**config.mk**
```make
export PLATFORM = sky130hd
export DESIGN_NAME = mem_responder_flat
export DESIGN_NICKNAME = d
export VERILOG_FILES = /design/src/rtl/mem_responder_pkg.sv /design/src/rtl/mem_responder_if.sv /design/src/rtl/mem_responder_line_merge.sv /design/src/rtl/mem_responder.sv /design/src/flat_wrapper.sv
export SDC_FILE = /design/constraint.sdc
export NUM_CORES = 1
export LEC_CHECK = 0
export CAP_MARGIN = 20
export CORE_MARGIN = 2
export CORE_UTILIZATION = 45
export DETAILED_ROUTE_END_ITERATION = 10
export PLACE_DENSITY_LB_ADDON = 0.08
export RECOVER_POWER = 50
export SETUP_SLACK_MARGIN = 0.3
export SLEW_MARGIN = 20
export SYNTH_ARGS = -nofsm -noshare
export SYNTH_HDL_FRONTEND = slang
export SYNTH_SLANG_ARGS = --single-unit
```
**constraint.sdc**
```tcl
create_clock -name clk -period 2.8 [get_ports clk]
set_input_delay 0.56 -clock clk [delete_from_list [all_inputs] [get_ports clk]]
set_output_delay 0.56 -clock clk [all_outputs]
set_load 0.005 [all_outputs]
```
**src/rtl/mem_responder_pkg.sv**
```systemverilog
// Shared LC-3b memory types plus line-buffer helpers
// used by the single-line memory responder.
package lc3b_types;

    typedef logic [15:0]  lc3b_word;
    typedef logic [1:0]   lc3b_mem_wmask;
    typedef logic [127:0] lc3b_line;
    typedef logic [11:0]  lc3b_tag;
    typedef logic [2:0]   lc3b_offset;

    typedef enum logic [1:0] {
        S_IDLE,
        S_FILL,
        S_WRITE,
        S_RESP
    } resp_state_t;

    typedef struct packed {
        lc3b_tag       tag;
        lc3b_offset    off;
        lc3b_mem_wmask be;
        lc3b_word      wdata;
        logic          wr;
    } mem_req_t;

    function automatic lc3b_word line_word(
        lc3b_line   l,
        lc3b_offset o
    );
        return l[{o, 4'd0} +: 16];
    endfunction

endpackage

```
**src/rtl/mem_responder_if.sv**
```systemverilog
// Initiator-side and physical-side buses of the
// memory responder.
interface mem_responder_if;
    import lc3b_types::*;

    logic          mem_read;
    logic          mem_write;
    lc3b_mem_wmask mem_byte_enable;
    lc3b_word      mem_address;
    lc3b_word      mem_wdata;
    logic          mem_resp;
    lc3b_word      mem_rdata;

    logic          pmem_read;
    logic          pmem_write;
    lc3b_word      pmem_address;
    lc3b_line      pmem_wdata;
    logic          pmem_resp;
    lc3b_line      pmem_rdata;

    modport slave (
        input  mem_read, mem_write, mem_byte_enable,
        input  mem_address, mem_wdata,
        output mem_resp, mem_rdata,
        output pmem_read, pmem_write,
        output pmem_address, pmem_wdata,
        input  pmem_resp, pmem_rdata
    );

    modport master (
        output mem_read, mem_write, mem_byte_enable,
        output mem_address, mem_wdata,
        input  mem_resp, mem_rdata,
        input  pmem_read, pmem_write,
        input  pmem_address, pmem_wdata,
        output pmem_resp, pmem_rdata
    );

endinterface

```
**src/rtl/mem_responder_line_merge.sv**
```systemverilog
// Byte-masked merge of one 16-bit word into a
// 128-bit line.
module line_merge
    import lc3b_types::*;
(
    input  lc3b_line      line_in,
    input  lc3b_offset    offset,
    input  lc3b_mem_wmask wmask,
    input  lc3b_word      word,
    output lc3b_line      line_out
);

    always_comb begin
        line_out = line_in;
        if (wmask[0])
            line_out[{offset, 4'd0} +: 8] = word[7:0];
        if (wmask[1])
            line_out[{offset, 4'd8} +: 8] = word[15:8];
    end

endmodule

```
**src/rtl/mem_responder.sv**
```systemverilog
// Single-line write-through buffer between a word
// initiator and a 128-bit line memory.
module mem_responder
    import lc3b_types::*;
(
    input  logic clk,
    input  logic rst_n,
    mem_responder_if.slave bus
);

    resp_state_t   state;
    logic          valid;
    lc3b_tag       tag;
    lc3b_line      line;
    mem_req_t      req_q;

    logic          req;
    logic          hit;
    lc3b_tag       in_tag;
    lc3b_offset    in_off;
    logic          addr_lsb_unused;

    lc3b_line      m_base;
    lc3b_offset    m_off;
    lc3b_mem_wmask m_be;
    lc3b_word      m_word;
    lc3b_line      m_line;

    assign req    = bus.mem_read | bus.mem_write;
    assign in_tag = bus.mem_address[15:4];
    assign in_off = bus.mem_address[3:1];
    assign hit    = valid && (tag == in_tag);
    // Byte lane select is irrelevant for word access.
    assign addr_lsb_unused = bus.mem_address[0];

    // A write hit merges the live request; after a
    // fill it merges the latched request into the
    // incoming line.
    always_comb begin
        m_base = line;
        m_off  = req_q.off;
        m_be   = req_q.be;
        m_word = req_q.wdata;
        unique case (state)
            S_IDLE: begin
                m_off  = in_off;
                m_be   = bus.mem_byte_enable;
                m_word = bus.mem_wdata;
            end
            S_FILL:  m_base = bus.pmem_rdata;
            default: ;
        endcase
    end

    line_merge u_merge (
        .line_in  (m_base),
        .offset   (m_off),
        .wmask    (m_be),
        .word     (m_word),
        .line_out (m_line)
    );

    always_ff @(posedge clk or negedge rst_n) begin
        if (!rst_n) begin
            state            <= S_IDLE;
            valid            <= 1'b0;
            tag              <= '0;
            line             <= '0;
            req_q            <= '0;
            bus.mem_resp     <= 1'b0;
            bus.mem_rdata    <= '0;
            bus.pmem_read    <= 1'b0;
            bus.pmem_write   <= 1'b0;
            bus.pmem_address <= '0;
            bus.pmem_wdata   <= '0;
        end else begin
            unique case (state)
                S_IDLE: if (req) begin
                    req_q.tag        <= in_tag;
                    req_q.off        <= in_off;
                    req_q.be         <= bus.mem_byte_enable;
                    req_q.wdata      <= bus.mem_wdata;
                    req_q.wr         <= bus.mem_write;
                    bus.pmem_address <= {in_tag, 4'h0};
                    if (!hit) begin
                        state         <= S_FILL;
                        bus.pmem_read <= 1'b1;
                    end else if (bus.mem_write) begin
                        state          <= S_WRITE;
                        bus.pmem_write <= 1'b1;
                        bus.pmem_wdata <= m_line;
                    end else begin
                        state         <= S_RESP;
                        bus.mem_resp  <= 1'b1;
                        bus.mem_rdata <= line_word(line, in_off);
                    end
                end
                S_FILL: if (bus.pmem_resp) begin
                    bus.pmem_read <= 1'b0;
                    valid         <= 1'b1;
                    tag           <= req_q.tag;
                    line          <= bus.pmem_rdata;
                    if (req_q.wr) begin
                        state          <= S_WRITE;
                        bus.pmem_write <= 1'b1;
                        bus.pmem_wdata <= m_line;
                    end else begin
                        state         <= S_RESP;
                        bus.mem_resp  <= 1'b1;
                        bus.mem_rdata <=
                            line_word(bus.pmem_rdata, req_q.off);
                    end
                end
                S_WRITE: if (bus.pmem_resp) begin
                    bus.pmem_write <= 1'b0;
                    line           <= bus.pmem_wdata;
                    state          <= S_RESP;
                    bus.mem_resp   <= 1'b1;
                    bus.mem_rdata  <=
                        line_word(bus.pmem_wdata, req_q.off);
                end
                S_RESP: begin
                    bus.mem_resp <= 1'b0;
                    state        <= S_IDLE;
                end
                default: state <= S_IDLE;
            endcase
        end
    end

endmodule

```
**src/flat_wrapper.sv**
```systemverilog
// flat-port wrapper written by rule: the top's interface ports become plain ports
module mem_responder_flat import lc3b_types::*;
  (clk, rst_n, bus_mem_read, bus_mem_write, bus_mem_byte_enable, bus_mem_address, bus_mem_wdata, bus_mem_resp, bus_mem_rdata, bus_pmem_read, bus_pmem_write, bus_pmem_address, bus_pmem_wdata, bus_pmem_resp, bus_pmem_rdata);
  mem_responder_if bus_i ();
  input  logic clk;
  input  logic rst_n;
  input wire logic [$bits(bus_i.mem_read)-1:0] bus_mem_read;
  input wire logic [$bits(bus_i.mem_write)-1:0] bus_mem_write;
  input wire logic [$bits(bus_i.mem_byte_enable)-1:0] bus_mem_byte_enable;
  input wire logic [$bits(bus_i.mem_address)-1:0] bus_mem_address;
  input wire logic [$bits(bus_i.mem_wdata)-1:0] bus_mem_wdata;
  output wire logic [$bits(bus_i.mem_resp)-1:0] bus_mem_resp;
  output wire logic [$bits(bus_i.mem_rdata)-1:0] bus_mem_rdata;
  output wire logic [$bits(bus_i.pmem_read)-1:0] bus_pmem_read;
  output wire logic [$bits(bus_i.pmem_write)-1:0] bus_pmem_write;
  output wire logic [$bits(bus_i.pmem_address)-1:0] bus_pmem_address;
  output wire logic [$bits(bus_i.pmem_wdata)-1:0] bus_pmem_wdata;
  input wire logic [$bits(bus_i.pmem_resp)-1:0] bus_pmem_resp;
  input wire logic [$bits(bus_i.pmem_rdata)-1:0] bus_pmem_rdata;
  assign bus_i.mem_read = bus_mem_read;
  assign bus_i.mem_write = bus_mem_write;
  assign bus_i.mem_byte_enable = bus_mem_byte_enable;
  assign bus_i.mem_address = bus_mem_address;
  assign bus_i.mem_wdata = bus_mem_wdata;
  assign bus_mem_resp = bus_i.mem_resp;
  assign bus_mem_rdata = bus_i.mem_rdata;
  assign bus_pmem_read = bus_i.pmem_read;
  assign bus_pmem_write = bus_i.pmem_write;
  assign bus_pmem_address = bus_i.pmem_address;
  assign bus_pmem_wdata = bus_i.pmem_wdata;
  assign bus_i.pmem_resp = bus_pmem_resp;
  assign bus_i.pmem_rdata = bus_pmem_rdata;
  mem_responder u_core (.clk(clk), .rst_n(rst_n), .bus(bus_i));
endmodule
```
==> impl_metrics.py <==
metrics = {
    "clocking": {
        "cts_buffer_depth": 3,
        "cts_root_buf": "clkbuf_16",
        "cts-buffers-inserted": 39,
        "insertion_delay_ps": 570,
        "cts_num_sinks": 324,
        "cts.reportedPaths.clkPinSlew_ps": 60,
        "htreeDepth": 2,
        "tritoncts": "done",
    },
    "critical_path": {
        "crit_path_max_fanout": 8,
        "critPathCaptureType": "flop",
        "cpPeakStageDelay_ps": 380,
        "rrSetupSlack_ps": 230,
        "crit_top_cell": "ha_4",
        "required_ps": 3240,
        "critical-path-slowest-cell": "dfrtp_1",
        "crit_chain": "inv_1 -> ha_4 -> mux2i_4 -> ha_4 -> ha_4 -> nor2b_4 -> buf_6 -> o2111a_2 -> clkbuf_16 -> o21ai_1 -> mux2_2",
        "worstRegToRegCells": 11,
        "crit_arrival_ps": 3010,
        "crit_type": "flop to flop",
        "critPathLaunchType": "flop",
        "r2r_start": "u_core.state[1]",
        "cp_num_buf_inv": 3,
        "critPathTopFamily": "adder cells",
        "timing.rr.end": "u_core.bus.pmem_wdata[97]",
    },
    "power_and_ir_drop": {
        "p_sw_mw": 14.5,
        "p_clk_share_pct": 14.9,
        "pwr-share-comb_pct": 57.1,
        "p_seq_share_pct": 27.9,
        "leakagePower_nw": 10.8,
        "power.internal_mw": 20.2,
        "peakVddDrop_mv": 0.743,
        "power_density_nw_per_um2": 1330,
        "swShare_pct": 41.7,
        "finalPower_mw": 34.7,
    },
    "global_route": {
        "globalRoute.busiestLayer": "met2",
        "grt_pass1_wl_mm": 108,
        "grt_use_met3_pct": 6.30,
        "track_usage_pct": 32.8,
        "grt-ovfl-total": 0,
        "first_global_vias": 16300,
        "grtUsageMet2_pct": 51.7,
        "grt_antenna_before_repair": 2,
        "grt_use_met1_pct": 44.2,
        "grt_max_degree": 115,
    },
    "placed_design": {
        "dp_cells": 2676,
        "placed_area_sq_um": 24300,
        "dpl.hpwl_mm": 54.3,
        "gp_congestion": 0.963,
        "port_buffers": 324,
    },
    "run_status": {
        "status": "finished with violations",
        "violations": "max-capacitance violations, max-slew violations",
    },
    "detailed_routing": {
        "drc_errors": 0,
        "wirelength_mm": 76.2,
        "first_pass_iters": 5,
        "wl_per_cell_um": 27.6,
        "first_iter_violations": 1407,
        "vias": 16700,
        "via_per_inst": 6.02,
        "ant_nets": 0,
    },
    "sta": {
        "fmax_mhz": 389,
        "max_slew_margin_pct": -22.1,
        "finClkSkew_ps": 32.0,
        "slew_violations": 59,
        "rsz0062_at_grt": "yes",
        "finalCritPeriodShare_pct": 91.8,
        "timing_hold_violations_final": 0,
        "setup_viol": 0,
        "timing.final.crit_period_ps": 2570,
        "worst_pin_slew_ps": 1830,
    },
    "final_layout": {
        "fill_cells": 3654,
        "drive_above_1_share_pct": 23.8,
        "diodes": 0,
        "area_growth_syn_to_layout_pct": 32.5,
        "stdcell_area_sq_um": 26100,
        "layout.cells.non_filler": 2765,
        "fin_nets": 2330,
        "multi_input_area_sq_um": 11300,
        "final_cell_mix": "dfrtp_1 (323), mux2i_1 (317), clkdlybuf4s50_1 (298), mux2_2 (179), nand2_1 (173)",
        "seq_area_sq_um": 8110,
        "final_common_cell": "dfrtp_1",
    },
    "die": {
        "fp-row-count": 76,
        "core_sq_um": 43200,
        "start_util_pct": 45.7,
        "fp.dieArea_sq_um": 45500,
        "die_y_um": 213,
        "die_w_um": 213,
        "num_io_pins": 330,
    },
    "synth": {
        "synth_seq_area_share_pct": 41.1,
        "synth_top_family_by_area": "multiplexers",
        "synthSimpleGateAreaFrac_pct": 7.42,
        "synth_compound_area_share_pct": 10.0,
        "synthMuxAreaShare_pct": 36.2,
        "synth_area_per_cell_sq_um": 10.9,
        "yosys.area_share.adder_pct": 0.761,
        "synth_edf_count": 0,
        "synth_seq_cells": 324,
        "synthCells": 1815,
        "synth_cell_type_count": 49,
        "synth_area_sq_um": 19700,
        "synth_ff_type": "dfrtp_1",
        "synth-xor-area-share_pct": 0.533,
        "ys_warn_count": 0,
        "async_flop_share_pct": 100,
    },
    "min_path": {
        "hp-start": "u_core.valid",
        "hold_path_class": "flop to flop",
        "hold_depth": 1,
        "min_to": "u_core.valid",
    },
    "job": {
        "drv_cap": 1,
    },
}
[flip-flops by register name (all words and copies together) (netlist names)]
name / count
u_core.bus.mem_rdata: 16
u_core.bus.pmem_read: 1
u_core.state: 2
u_core.bus.pmem_write: 1
u_core.valid: 1
u_core.bus.mem_resp: 1
u_core.req_q: 34
u_core.line: 128
u_core.bus.pmem_wdata: 128
u_core.tag: 12
[layer usage]
| metal | vias to the layer above | share of wire [%] |
|---|---|---|
| met3 | 150 | 8.6 |
| li1 | 7295 | - |
| met2 | 785 | 47 |
| met5 | - | 0 |
| met4 | 0 | 4.6 |
| met1 | 8423 | 40 |
[what timing repair did]
item | 4_1_cts | 5_1_grt
endpoints found under the setup margin | 57 | 124
gates resized for setup | 16 | 85
hold buffers | 1 | 0
cloned | 2 | 6
pin swaps | 3 | 13
hold endpoints to repair | 56 | 0
setup buffers | 4 | 6
[cells in the mapped netlist, types with 12 or more instances]
library cell	instances	area, sq um
mux2i_1	319	3190
ha_1	12	150
nor2_1	150	563
buf_4	20	150
mux2_2	188	2120
buf_2	59	295
dfrtp_1	324	8110
a21oi_1	107	536
xnor2_1	12	105
mux4_2	81	1820
o21ai_0	159	796
clkbuf_1	70	263
o22ai_1	21	131
nand2_1	184	691
[final cells by class]
| class | count | area share, % |
|---|---|---|
| Inverter | 9 | 0.153 |
| Clock inverter | 7 | 0.244 |
| Tap cell | 585 | 2.80 |
| Clock buffer | 63 | 4.70 |
| Multi-Input combinational cell | 1331 | 43.1 |
| Timing Repair Buffer | 446 | 17.9 |
| Sequential cell | 324 | 31.0 |
[logic make-up after synthesis]
| group | Yosys count |
|---|---|
| buffers and inverters | 163 |
| and+or+nand+nor | 366 |
| AOI/OAI and AO/OA | 348 |
| muxes | 589 |
| adders and majority gates | 12 |
| other | 1 |
| xor gates and xnor gates | 12 |
| DFF | 324 |
[how the worst max path moves through the flow]
stage               slack, ps  cells after the start                 from                   endpoint
floorplan                 170                     11      u_core.state[0]   u_core.bus.pmem_wdata[0]
global placement         -180                      9   bus_mem_address[7]   u_core.bus.mem_rdata[13]
detailed placement       -200                      9  bus_mem_address[13]    u_core.bus.mem_rdata[9]
CTS                       270                     12      u_core.state[0]  u_core.bus.pmem_wdata[97]
global route              110                     11      u_core.state[1]  u_core.bus.pmem_wdata[33]
finish                    230                     11      u_core.state[1]  u_core.bus.pmem_wdata[97]
[per-stage QoR]
stage	TNS, ps	util, %	hold slack (ps)	setup WS, ps
after CTS	0	59.6	468	272
after detailed placement	-5030	56.3	456	-200
after global routing	0	60.5	523	107
after global placement	-2970	56.3	449	-180
final	0	60.5	470	230
after floorplan	0	-	264	174
[power groups by stage]
stage               Sequential [mW]  Clock [mW]  Combinational [mW]
floorplan                      8.58           0                11.5
global placement               9.60           0                18.3
detailed placement             9.65           0                18.7
CTS                            9.60        5.24                18.9
global route                   9.90        5.41                21.0
finish                         9.70        5.18                19.8
[worst register-to-register path, stage by stage (launching register included)]
cell	delay (ps)
dfrtp_1	380
inv_1	170
ha_4	220
mux2i_4	280
ha_4	180
ha_4	140
nor2b_4	170
buf_6	110
o2111a_2	270
clkbuf_16	200
o21ai_1	80
mux2_2	250
Note: power is estimated with default switching activity, not from simulation.
